--- config.mk ---
export PLATFORM = sky130hd
export DESIGN_NAME = gerenciador_rolhas
export DESIGN_NICKNAME = d
export VERILOG_FILES = /design/src/rtl/rolhas_pkg.sv /design/src/rtl/bin_para_bcd.sv /design/src/rtl/gerenciador_rolhas.sv
export SDC_FILE = /design/constraint.sdc
export NUM_CORES = 1
export LEC_CHECK = 0
export ABC_AREA = 0
export BUFFER_PORTS_ARGS = -buffer_cell sky130_fd_sc_hd__clkbuf_2
export CAP_MARGIN = 20
export CORE_MARGIN = 2
export CORE_UTILIZATION = 55
export CTS_CLUSTER_SIZE = 14
export DETAILED_ROUTE_END_ITERATION = 6
export PLACE_DENSITY = 0.74
export SLEW_MARGIN = 15
export SYNTH_ARGS = -nofsm -noshare
export SYNTH_HDL_FRONTEND = slang
export SYNTH_SLANG_ARGS = --single-unit
--- constraint.sdc ---
create_clock -name clock -period 5.5 [get_ports clock]
set_input_delay 0.275 -clock clock [delete_from_list [all_inputs] [get_ports clock]]
set_output_delay 0.275 -clock clock [all_outputs]
set_load 0.01 [all_outputs]
--- src/rtl/rolhas_pkg.sv ---
// rolhas_pkg: shared types and constants for the cork-stock manager.
package rolhas_pkg;
    typedef enum logic [1:0] {OCIOSO, PEDINDO, CARREGANDO, ESPERA} estado_t;
    localparam int ROLHAS_MAX = 99;
    localparam int CONT_W = 7;
    localparam int BCD_W = 4;
endpackage

--- src/rtl/bin_para_bcd.sv ---
// bin_para_bcd: combinational 0..99 binary to two BCD digits.
module bin_para_bcd
    import rolhas_pkg::*;
(
    input  logic [CONT_W-1:0] i_bin,
    output logic [BCD_W-1:0]  o_dez,
    output logic [BCD_W-1:0]  o_uni
);
    always_comb begin
        o_dez = '0;
        for (int d = 1; d <= 9; d++)
            if (i_bin >= CONT_W'(10 * d)) o_dez = BCD_W'(d);
    end
    assign o_uni = BCD_W'(i_bin - CONT_W'(o_dez) * CONT_W'(10));
endmodule

--- src/rtl/gerenciador_rolhas.sv ---
// gerenciador_rolhas: saturating cork counter with BCD outputs and a
// four-phase refill handshake towards the cork dispenser.
module gerenciador_rolhas
    import rolhas_pkg::*;
#(
    parameter int LIMIAR_REPOSICAO = 5,
    parameter int LOTE_REPOSICAO   = 15,
    parameter int TIMEOUT_ACK      = 255,
    parameter int CARGA_INICIAL    = 0
) (
    input  logic             clock,
    input  logic             reset,
    input  logic             vedar,
    input  logic             incrementar,
    input  logic             auto_repor,
    input  logic             repor_ok,
    output logic             repor_req,
    output logic [BCD_W-1:0] rolhas_dezenas,
    output logic [BCD_W-1:0] rolhas_unidades,
    output logic             sem_rolha,
    output logic             vedar_erro,
    output logic             falha_reposicao
);
    localparam int SW = CONT_W + 1;
    localparam int TW = $clog2(TIMEOUT_ACK + 1);
    localparam int LW = $clog2(LOTE_REPOSICAO + 1);

    estado_t           r_estado, w_prox;
    logic [CONT_W-1:0] r_cont, w_cont_prox, w_cont_bcd;
    logic [SW-1:0]     w_soma, w_liq;
    logic [TW-1:0]     r_timer;
    logic [LW-1:0]     r_lote;
    logic [BCD_W-1:0]  w_dez, w_uni, r_dez, r_uni;
    logic              w_carga, w_erro, w_timeout, w_falha_set;
    logic              r_req, r_erro, r_falha, r_sem;

    // Additions are summed first so that vedar+incrementar at zero nets to 0.
    assign w_carga     = r_estado == CARREGANDO;
    assign w_soma      = {1'b0, r_cont} + SW'(incrementar) + SW'(w_carga);
    assign w_erro      = vedar && w_soma == '0;
    assign w_liq       = (vedar && !w_erro) ? w_soma - 1'b1 : w_soma;
    assign w_cont_prox = w_liq > SW'(ROLHAS_MAX) ? CONT_W'(ROLHAS_MAX) : w_liq[CONT_W-1:0];
    assign w_timeout   = r_timer == TW'(TIMEOUT_ACK - 1);
    assign w_falha_set = r_estado == PEDINDO && !repor_ok && w_timeout;

    // Digits track the next count so they change together with it.
    assign w_cont_bcd = reset ? CONT_W'(CARGA_INICIAL) : w_cont_prox;

    bin_para_bcd u_bcd (
        .i_bin(w_cont_bcd),
        .o_dez(w_dez),
        .o_uni(w_uni)
    );

    always_comb begin
        w_prox = r_estado;
        case (r_estado)
            OCIOSO:     if (auto_repor && !r_falha && r_cont < CONT_W'(LIMIAR_REPOSICAO)) w_prox = PEDINDO;
            PEDINDO:    w_prox = repor_ok ? CARREGANDO : (w_timeout || !auto_repor) ? OCIOSO : PEDINDO;
            CARREGANDO: if (r_lote == LW'(LOTE_REPOSICAO - 1) || w_cont_prox == CONT_W'(ROLHAS_MAX)) w_prox = ESPERA;
            ESPERA:     if (!repor_ok) w_prox = OCIOSO;
            default:    w_prox = OCIOSO;
        endcase
    end

    always_ff @(posedge clock) begin
        if (reset) begin
            r_estado <= OCIOSO;
            r_cont   <= CONT_W'(CARGA_INICIAL);
            r_timer  <= '0;
            r_lote   <= '0;
            r_req    <= 1'b0;
            r_erro   <= 1'b0;
            r_falha  <= 1'b0;
        end else begin
            r_estado <= w_prox;
            r_cont   <= w_cont_prox;
            r_timer  <= r_estado == PEDINDO ? r_timer + 1'b1 : '0;
            r_lote   <= r_estado == CARREGANDO ? r_lote + 1'b1 : '0;
            r_req    <= w_prox == PEDINDO || w_prox == CARREGANDO;
            r_erro   <= w_erro;
            r_falha  <= r_falha | w_falha_set;
        end
    end

    always_ff @(posedge clock) begin
        r_dez <= w_dez;
        r_uni <= w_uni;
        r_sem <= w_cont_bcd == '0;
    end

    assign repor_req       = r_req;
    assign rolhas_dezenas  = r_dez;
    assign rolhas_unidades = r_uni;
    assign sem_rolha       = r_sem;
    assign vedar_erro      = r_erro;
    assign falha_reposicao = r_falha;
endmodule
# ---- After elaboration in Yosys (flattened, before gate mapping)
# Cells that the tools add are included.
dict set report op_classes {
  add_sub_neg 6
  mul 1
  order_cmp 11
  n_eq_ne 8
  n_mux 18
  bitwise 3
  reduce_logical 18
}
# op n
set op_table {}
lappend op_table {{$ge 7x6->1 const B} 3}
lappend op_table {{$ge 7x7->1 const B} 3}
lappend op_table {{$ge 7x5->1 const B} 2}
lappend op_table {{$mux 7} 2}
lappend op_table {{$mux 2} 6}
lappend op_table {{$mux 3} 4}
lappend op_table {{$add 7x1->8} 1}
lappend op_table {{$add 8x1->8} 1}
lappend op_table {{$add 8x1->8 const B} 1}
lappend op_table {{$eq 8x8->1 const B} 1}
lappend op_table {{$gt 8x7->1 const B} 1}
lappend op_table {{$logic_not 8->1} 1}
lappend op_table {{$mux 4} 2}
lappend op_table {{$mux 8} 1}
lappend op_table {{$pmux 2 s4} 1}
lappend op_table {{$sub 8x1->8 const B} 1}
lappend op_table {{$eq 7x7->1 const B} 1}
lappend op_table {{$ge 7x4->1 const B} 1}
lappend op_table {{$logic_not 7->1} 1}
lappend op_table {{$lt 7x3->1 const B} 1}
lappend op_table {{$eq 2x2->1 const B} 3}
lappend op_table {{$logic_and 1x1->1} 6}
lappend op_table {{$add 4x1->4 const B} 1}
lappend op_table {{$eq 2x1->1 const B} 2}
lappend op_table {{10 further kinds} 18}
dict set report totals {
  register_bits 33
  input_bits 6
  out_inout_bits 12
}

# ---- Longest topological paths before layout
# Gate-level depths: netlist of run 1.
dict set report depth {
  ltp_word 22
  ltp_mapped 19
  depth_no_buf 19
}

# ---- Modules after synthesis
# From an unflattened synthesis of run 1, not the netlist that was laid out.
dict set report unflattened {
  cells_unflattened 251
  area_unflattened_um2 2080.7
}
# mod instances cells_each area_each_um2 seq_area_each_um2
set modules_own_cells {}
lappend modules_own_cells {gerenciador_rolhas 1 213 1849.3 660.6}
lappend modules_own_cells {bin_para_bcd 1 38 231.5 0.0}

# ---- Worst setup path after synthesis of run 1
# No wires, ideal clock.
dict set report synth_timing {
  path_kind {reg2reg}
  start {register r_estado[0]}
  end {register r_uni[3] (netlist: rolhas_unidades[3])}
  setup_time_ps 125
  t_arrival_ps 4009
  path_slack_ps 1366
  path_stages_with_launch 20
  path_cell_list {dfxtp_1 > nand2b_1 > fa_1 > inv_1 > ha_1 > inv_1 > ha_1 > nand2_1 > nand4_1 > a2111o_4 > xor2_4 > nand4_4 > nor4b_2 > o22ai_1 > a211oi_2 > ha_1 > fa_1 > xor2_1 > xnor2_1 > xnor2_1}
}
dict set report synth_via {
  elab_chain_len 22
  word_cells_on_any_way 31
  classes_between {add/sub: 3; mul: 1; order compare: 10; eq/ne: 1; mux: 12; reduce/logical: 4}
}
# element line
set synth_rtl {}
lappend synth_rtl {{start: declaration} gerenciador_rolhas.sv:28} ;# estado_t r_estado, w_prox;
lappend synth_rtl {{start signal: assignment} gerenciador_rolhas.sv:76} ;# r_estado <= w_prox;
lappend synth_rtl {{$eq 2x2->1 *} gerenciador_rolhas.sv:38} ;# assign w_carga = r_estado == CARREGANDO;
lappend synth_rtl {{$add 8x1->8 *} gerenciador_rolhas.sv:39} ;# assign w_soma = {1'b0, r_cont} + SW'(incrementar) + SW'(w_carga);
lappend synth_rtl {{parallel branches: the longest is 4 deep, another holds $sub 8x1->8} --}
lappend synth_rtl {{$mux 8 *} gerenciador_rolhas.sv:41} ;# assign w_liq = (vedar && !w_erro) ? w_soma - 1'b1 : w_soma;
lappend synth_rtl {{$gt 8x7->1} gerenciador_rolhas.sv:42} ;# assign w_cont_prox = w_liq > SW'(ROLHAS_MAX) ? CONT_W'(ROLHAS_MAX) : w_liq[CONT_W-1:0];
lappend synth_rtl {{$mux 7 *} gerenciador_rolhas.sv:42}
lappend synth_rtl {{$mux 7 *} --}
lappend synth_rtl {{$ge 7x4->1} bin_para_bcd.sv:12} ;# if (i_bin >= CONT_W'(10 * d)) o_dez = BCD_W'(d);
lappend synth_rtl {{$mux 1} bin_para_bcd.sv:12}
lappend synth_rtl {{$mux 2 (2 in series)} bin_para_bcd.sv:12}
lappend synth_rtl {{$mux 3 (4 in series)} bin_para_bcd.sv:12}
lappend synth_rtl {{$mux 4} bin_para_bcd.sv:12}
lappend synth_rtl {{$mux 4 *} bin_para_bcd.sv:12}
lappend synth_rtl {{via u_bcd.o_dez[0]} bin_para_bcd.sv:6} ;# output logic [BCD_W-1:0] o_dez,
lappend synth_rtl {{$mul 4x3->3 *} bin_para_bcd.sv:14} ;# assign o_uni = BCD_W'(i_bin - CONT_W'(o_dez) * CONT_W'(10));
lappend synth_rtl {{$sub 4x4->4 *} bin_para_bcd.sv:14}
lappend synth_rtl {{via u_bcd.o_uni[3]} bin_para_bcd.sv:7} ;# output logic [BCD_W-1:0] o_uni
lappend synth_rtl {{end signal: assignment} gerenciador_rolhas.sv:88} ;# r_uni <= w_uni;
lappend synth_rtl {{end: declaration} gerenciador_rolhas.sv:33} ;# logic [BCD_W-1:0] w_dez, w_uni, r_dez, r_uni;
# Mark *: on every way through the listed nets, which the timed path passes.
# A chain may end at the register's enable or synchronous reset.

# ---- Final worst setup path of run 1
# Same ends and word-level chain as after synthesis.

==> metrics, run 1 <==
Mapped Nets roughly 250; FF-to-FF Start r_estado[0]; Worst Path Arrival between 4 and 5 ns; I/O Buffers 17; Switch Pwr 840 uW; FP Rows 22; post-synthesis instance total 237; Leakage between 0.0009 and 0.001 uW; DRC 0; die area between 4000 and 5000 sq um; Die X about 66 microns; router iterations before antenna repair 5; Seq pwr share 22.0%; Slew HR approximately three fifths; clk slew on worst S/H paths roughly 0.070 ns; IO Pins 18; # clock sinks 32; Die Y 66.0 microns; total CTS buffers 5; Seq/Total Area, Yosys between 30% and 40%; Global Route Usage Sum a little under a quarter; Cell Area, Synth approximately 2100 sq um; fin. max-slew vios 0; Worst Setup SP r_estado[0]; skew final ~0.0060 ns; crit share post-route a little over four fifths; Fin. Hold Viols 0; Setup Buffers After CTS 0; CP Capture Point rolhas_unidades[3]; grt met2 use roughly 38%; number of global-route vias before repair between 1500 and 2000; Synth area leader dfxtp_1; Hold Crit Class input pin to flop; Setup Viol. Count Final 0; YS warnings 0; Unique masters post-synth between 60 and 70; Clk pwr share 10.9%; gr busiest metal met2; Reg2Reg Depth 17; worst-path maximum fanout 10; WL final approximately 4.5 mm; f_max ~220 MHz; worst hold path depth 2; GR Layer Usage met1 roughly 30%; Fin Setup TNS 0 ns; Worst VDD drop 436 uV; switching share of power roughly 50%; # resized after CTS 0; Slew @ Worst Pin about 0.57 ns; Int Power between 800 and 900 uW; pwr/cell area approximately 740 nW/um^2; Total Power 1710 uW; ys async rst share 0%; Ant. Diodes 0; Synth Flop Type dfxtp_1; Final Wtd Congestion ~0.93; top-area cell type share of the netlist area between 30% and 40%; status complete, no violations; CP Capture Type flop; first-pass GRT wire length ~7.6 mm; Worst Setup Path Type flop to flop; Reg2Reg Setup Slack around 0.9 ns; Final #Nets 270; clock insertion delay at the later pin of the skew report about 0.29 ns; layout cell share with drive strength beyond 1 between 20% and 30%; core area roughly 3700 sq um; TritonCTS clock tree built; Vias about 1800; unrepaired setup endpoints after global routing no; DP HPWL 3.43 mm; CP required around 5.7 ns; fin crit period 4.60 ns; Comb pwr share around two thirds; Syn Area/Cell between 8 and 9 sq um; vias per cell 5.88; CTS max path bufs 2; Area Overhead vs Synth 9.41%; DRT antenna net count 0; initial antenna violation count 0; Detailed Route Iter0 Violations approximately 170; largest cells by area after synthesis dfxtp_1 30%, nor2_1 4.8%, ha_1 4.7%; H-tree depth 2; Root Driver clkbuf_8; max cap viols 0; Hold Buf Count CTS 0; Initial Util ~57%; Setup crit start kind flop; Post-synth EDFFs 0; GRT overflow 0; met3 Use GR 5.45%; largest net degree at the start of global routing 12; routed wire length per instance ~15 microns; Yosys reg bits 32; FF-to-FF End rolhas_unidades[3]
==> final cells by class <==
class | count | area, sq um
well taps | 48 | 60.1
clock inverters | 2 | 10.0
multi-input cells | 186 | 1390
clock buffers | 6 | 82.6
fillers | 336 | 1380
inverters | 12 | 45.0
flip-flops and latches | 32 | 641
repair buffers | 17 | 85.1
==> per-layer routing <==
metal  vias up  wire, microns
met2        72           2130
met4         0             67
met3         5            340
met5         -              0
met1       830           1970
li1        876              -
==> logic make-up (layout without fill, tap and decap cells) <==
kind of cell               count (synthesis)  count (layout)  synth area share [%]
xor gates and xnor gates                  22              22                  11.9
buffers and inverters                     19              37                  3.97
adders and majority gates                 10              10                  6.63
and+or+nand+nor                          101             101                  27.8
AOI/OAI and AO/OA                         51              51                  17.9
muxes                                      2               2                  1.54
DFF                                       32              32                  30.3
==> worst max-delay path, cell delays in order, from the launching register on <==
cell,delay [ns]
dfxtp_1,0.36
nand2b_1,0.20
fa_1,0.46
inv_1,0.10
ha_1,0.48
and4_1,0.29
o21ai_2,0.09
nor3_4,0.34
nor3_1,0.13
xor2_1,0.48
nor3_1,0.11
a211oi_1,0.32
a211oi_2,0.11
ha_1,0.21
fa_1,0.37
xor2_1,0.18
xnor2_1,0.14
xnor2_1,0.13
==> metrics by stage <==
stage                     utilization (%)  area (sq um)  setup slack, ns  std cells  hold WS [ns]
after floorplan                         -          2110             1.37        237         0.421
after global placement               60.2          2220             1.04        295         0.450
after detailed placement             60.2          2220            0.958        295         0.460
after CTS                            62.7          2310            0.915        303         0.300
after global routing                 62.7          2310            0.531        303         0.298
final                                62.7          2310            0.900        303         0.301
==> Yosys cell counts (2+ instances only) <==
library cell	count
nand4_1	2
dfxtp_1	32
fa_1	2
o21a_1	2
nor3_2	2
o22ai_1	2
and4_1	2
a211oi_1	4
and2_1	3
a21oi_1	7
buf_4	2
a31oi_1	5
nand3_1	15
xnor2_1	8
o21ai_0	13
nand2_1	16
nor2_1	27
nand2b_1	5
nor3_1	6
and3_1	3
ha_1	8
buf_2	4
a21o_1	2
inv_1	12
o21ai_2	2
and3b_1	2
xor2_1	10
==> how the worst min path moves through the flow <==
| stage | slack [ns] | end | from |
|---|---|---|---|
| finish | 0.30 | falha_reposicao | reset |
| global route | 0.30 | falha_reposicao | reset |
| CTS | 0.30 | falha_reposicao | reset |
| detailed placement | 0.46 | r_lote[0] | r_lote[0] |
| global placement | 0.45 | r_lote[0] | r_lote[0] |
| floorplan | 0.42 | vedar_erro | vedar |
==> power groups by stage <==
stage	logic, uW	clock network (uW)	registers, uW
finish	1150	186	377
global route	1270	202	389
CTS	1140	190	377
detailed placement	1130	0	382
global placement	1130	0	379
floorplan	914	0	365
==> layout by cell type, fill, tap and decap left out, drive strengths merged, types with 3 or more instances in the layout <==
| cell type | instances |
|---|---|
| dfxtp | 32 |
| ha | 8 |
| a31oi | 6 |
| clkbuf | 23 |
| a21oi | 7 |
| inv | 12 |
| nand3 | 15 |
| and4 | 3 |
| xor2 | 11 |
| o21a | 3 |
| xnor2 | 10 |
| nor2 | 29 |
| nand4 | 3 |
| nand2b | 5 |
| and2 | 3 |
| nor3 | 9 |
| nand2 | 18 |
| o21ai | 16 |
| a211oi | 5 |
| and3 | 3 |
==> registers in the layout (all words and copies together), names as in the netlist <==
signal           cells
r_timer              8
r_lote               4
falha_reposicao      1
r_estado             2
vedar_erro           1
rolhas_dezenas       4
repor_req            1
rolhas_unidades      4
r_cont               6
sem_rolha            1
Note: power is estimated with default switching activity, not from simulation.
==> run 2: changes to the inputs <==
==> constraint.sdc (replaced) <==
create_clock -name clock -period 4.32 [get_ports clock]
set_input_delay 0.216 -clock clock [delete_from_list [all_inputs] [get_ports clock]]
set_output_delay 0.216 -clock clock [all_outputs]
set_load 0.01 [all_outputs]
==> metrics, run 2 (synthesis gave the netlist of run 1 again) <==
status complete, no violations; Die X 66.0 microns; Slew @ Worst Pin 0.519 ns; vias per cell just under 6; Global Route Usage Sum between 20% and 30%; initial antenna violation count 0; DP Cell Count between 300 and 400; die area 4350 sq um; Largest register FFs 8; FP Rows 22; IO Pins 18; Initial Util about 57%; layout cell share with drive strength beyond 1 about a third; CTS max path bufs 2; pre-CTS WS -0.0437 ns; crit share post-route a little over nine tenths; max cap viols 0; Worst Setup Path Type flop to flop; Root Driver clkbuf_8; routed wire length per instance 15.9 microns; worst-path maximum fanout 5; Vias roughly 1900; DP HPWL about 3.5 mm; commonest non-fill, non-tap cell in the layout dfxtp_1; most frequent cells in the layout 32 x dfxtp_1, 26 x nor2_1, 17 x clkbuf_2, 16 x buf_4; DRC 0; number of global-route vias before repair around 1700; CP required 4.53 ns; Final #Nets ~290; DRT antenna net count 0; WL final roughly 5 mm; # clock sinks 32; total CTS buffers 5; Detailed Route Iter0 Violations 99; Reg with most FFs r_timer; Final Wtd Congestion around 0.90; Top Registers r_timer (8), r_cont (6); skew final 0.00966 ns; Hold Crit Class input pin to flop; largest net degree at the start of global routing 12; post-layout util just over 70%; I/O Buffers 17; f_max approximately 240 MHz; Worst Path Arrival between 4 and 5 ns; router iterations before antenna repair 5; CP Capture Type flop; H-tree depth 2; Die Y approximately 66 microns; fin crit period 4.22 ns; clk slew on worst S/H paths 0.07 ns; Slew HR between 60% and 70%; Setup crit start kind flop; final worst setup slack 0.103 ns; clock insertion delay at the later pin of the skew report 0.29 ns; Ant. Diodes 0; TritonCTS clock tree built; core area around 3700 sq um; first-pass GRT wire length roughly 7.7 mm; Fin. Hold Viols 0; Hold Buf Count CTS 0; fin. max-slew vios 0; Area Overhead vs Synth 23.0%; Final Non-Filler Cells ~320; GRT overflow 0; Setup Viol. Count Final 0
==> run 2: stage by stage <==
| step | TNS (ns) | area [sq um] | hold WS [ns] |
|---|---|---|---|
| floorplan | 0 | 2110 | 0.362 |
| CTS | 0 | 2430 | 0.239 |
| global placement | 0 | 2290 | 0.446 |
| global route | -0.102 | 2600 | 0.267 |
| finish | 0 | 2600 | 0.248 |
| detailed placement | -0.0437 | 2290 | 0.456 |
==> run 2: repair_timing <==
action / 4_1_cts / 5_1_grt
pin swaps: 5 / 11
resized for setup: 3 / 22
setup buffers: 4 / 5
setup endpoints to repair: 1 / 1
cloned: 0 / 1
==> run 2: routing by layer <==
layer / wire (microns) / up-vias / GRT usage [%]
li1: - / 915 / -
met1: 2320 / 899 / 29.7
met2: 2420 / 49 / 38.1
met3: 236 / 20 / 5.62
met4: 149 / 0 / 7.65
met5: 0 / - / 0
==> run 2: worst max-delay path, stage by stage (launching register included) <==
cell and delay (ns):
dfxtp_1 0.34, inv_1 0.07, fa_2 0.41, inv_2 0.09, ha_4 0.14, inv_2 0.05, ha_2 0.20, nor2_1 0.08
nand2_1 0.08, a2111o_4 0.56, xor2_4 0.25, buf_4 0.16, nand2_2 0.11, nor4b_4 0.28, o22ai_1 0.13, a211oi_2 0.25
ha_2 0.22, fa_1 0.19, xor2_1 0.22, xnor2_1 0.16, xnor2_1 0.13
==> run 2: area by class of cell <==
type / count / area (sq um)
Tap cell: 48 / 60.1
Multi-Input combinational cell: 187 / 1510
Timing Repair Buffer: 35 / 236
Clock inverter: 2 / 35.0
Fill cell: 286 / 1090
Clock buffer: 6 / 72.6
Inverter: 12 / 45.0
Sequential cell: 32 / 641
==> run 2: final timing paths <==
path	end	cells past startpoint	slack [ns]	start
hold / removal	falha_reposicao	2	0.25	reset
hold reg to reg	r_lote[0]	1	0.46	r_lote[0]
setup / recovery	rolhas_unidades[3]	20	0.10	rolhas_unidades[0]
setup reg to reg	rolhas_unidades[3]	20	0.10	rolhas_unidades[0]
Power of run 2 is left out: the tool's default activity adds up to more than one toggle a clock period on the data nets, which glitch-free logic cannot reach.
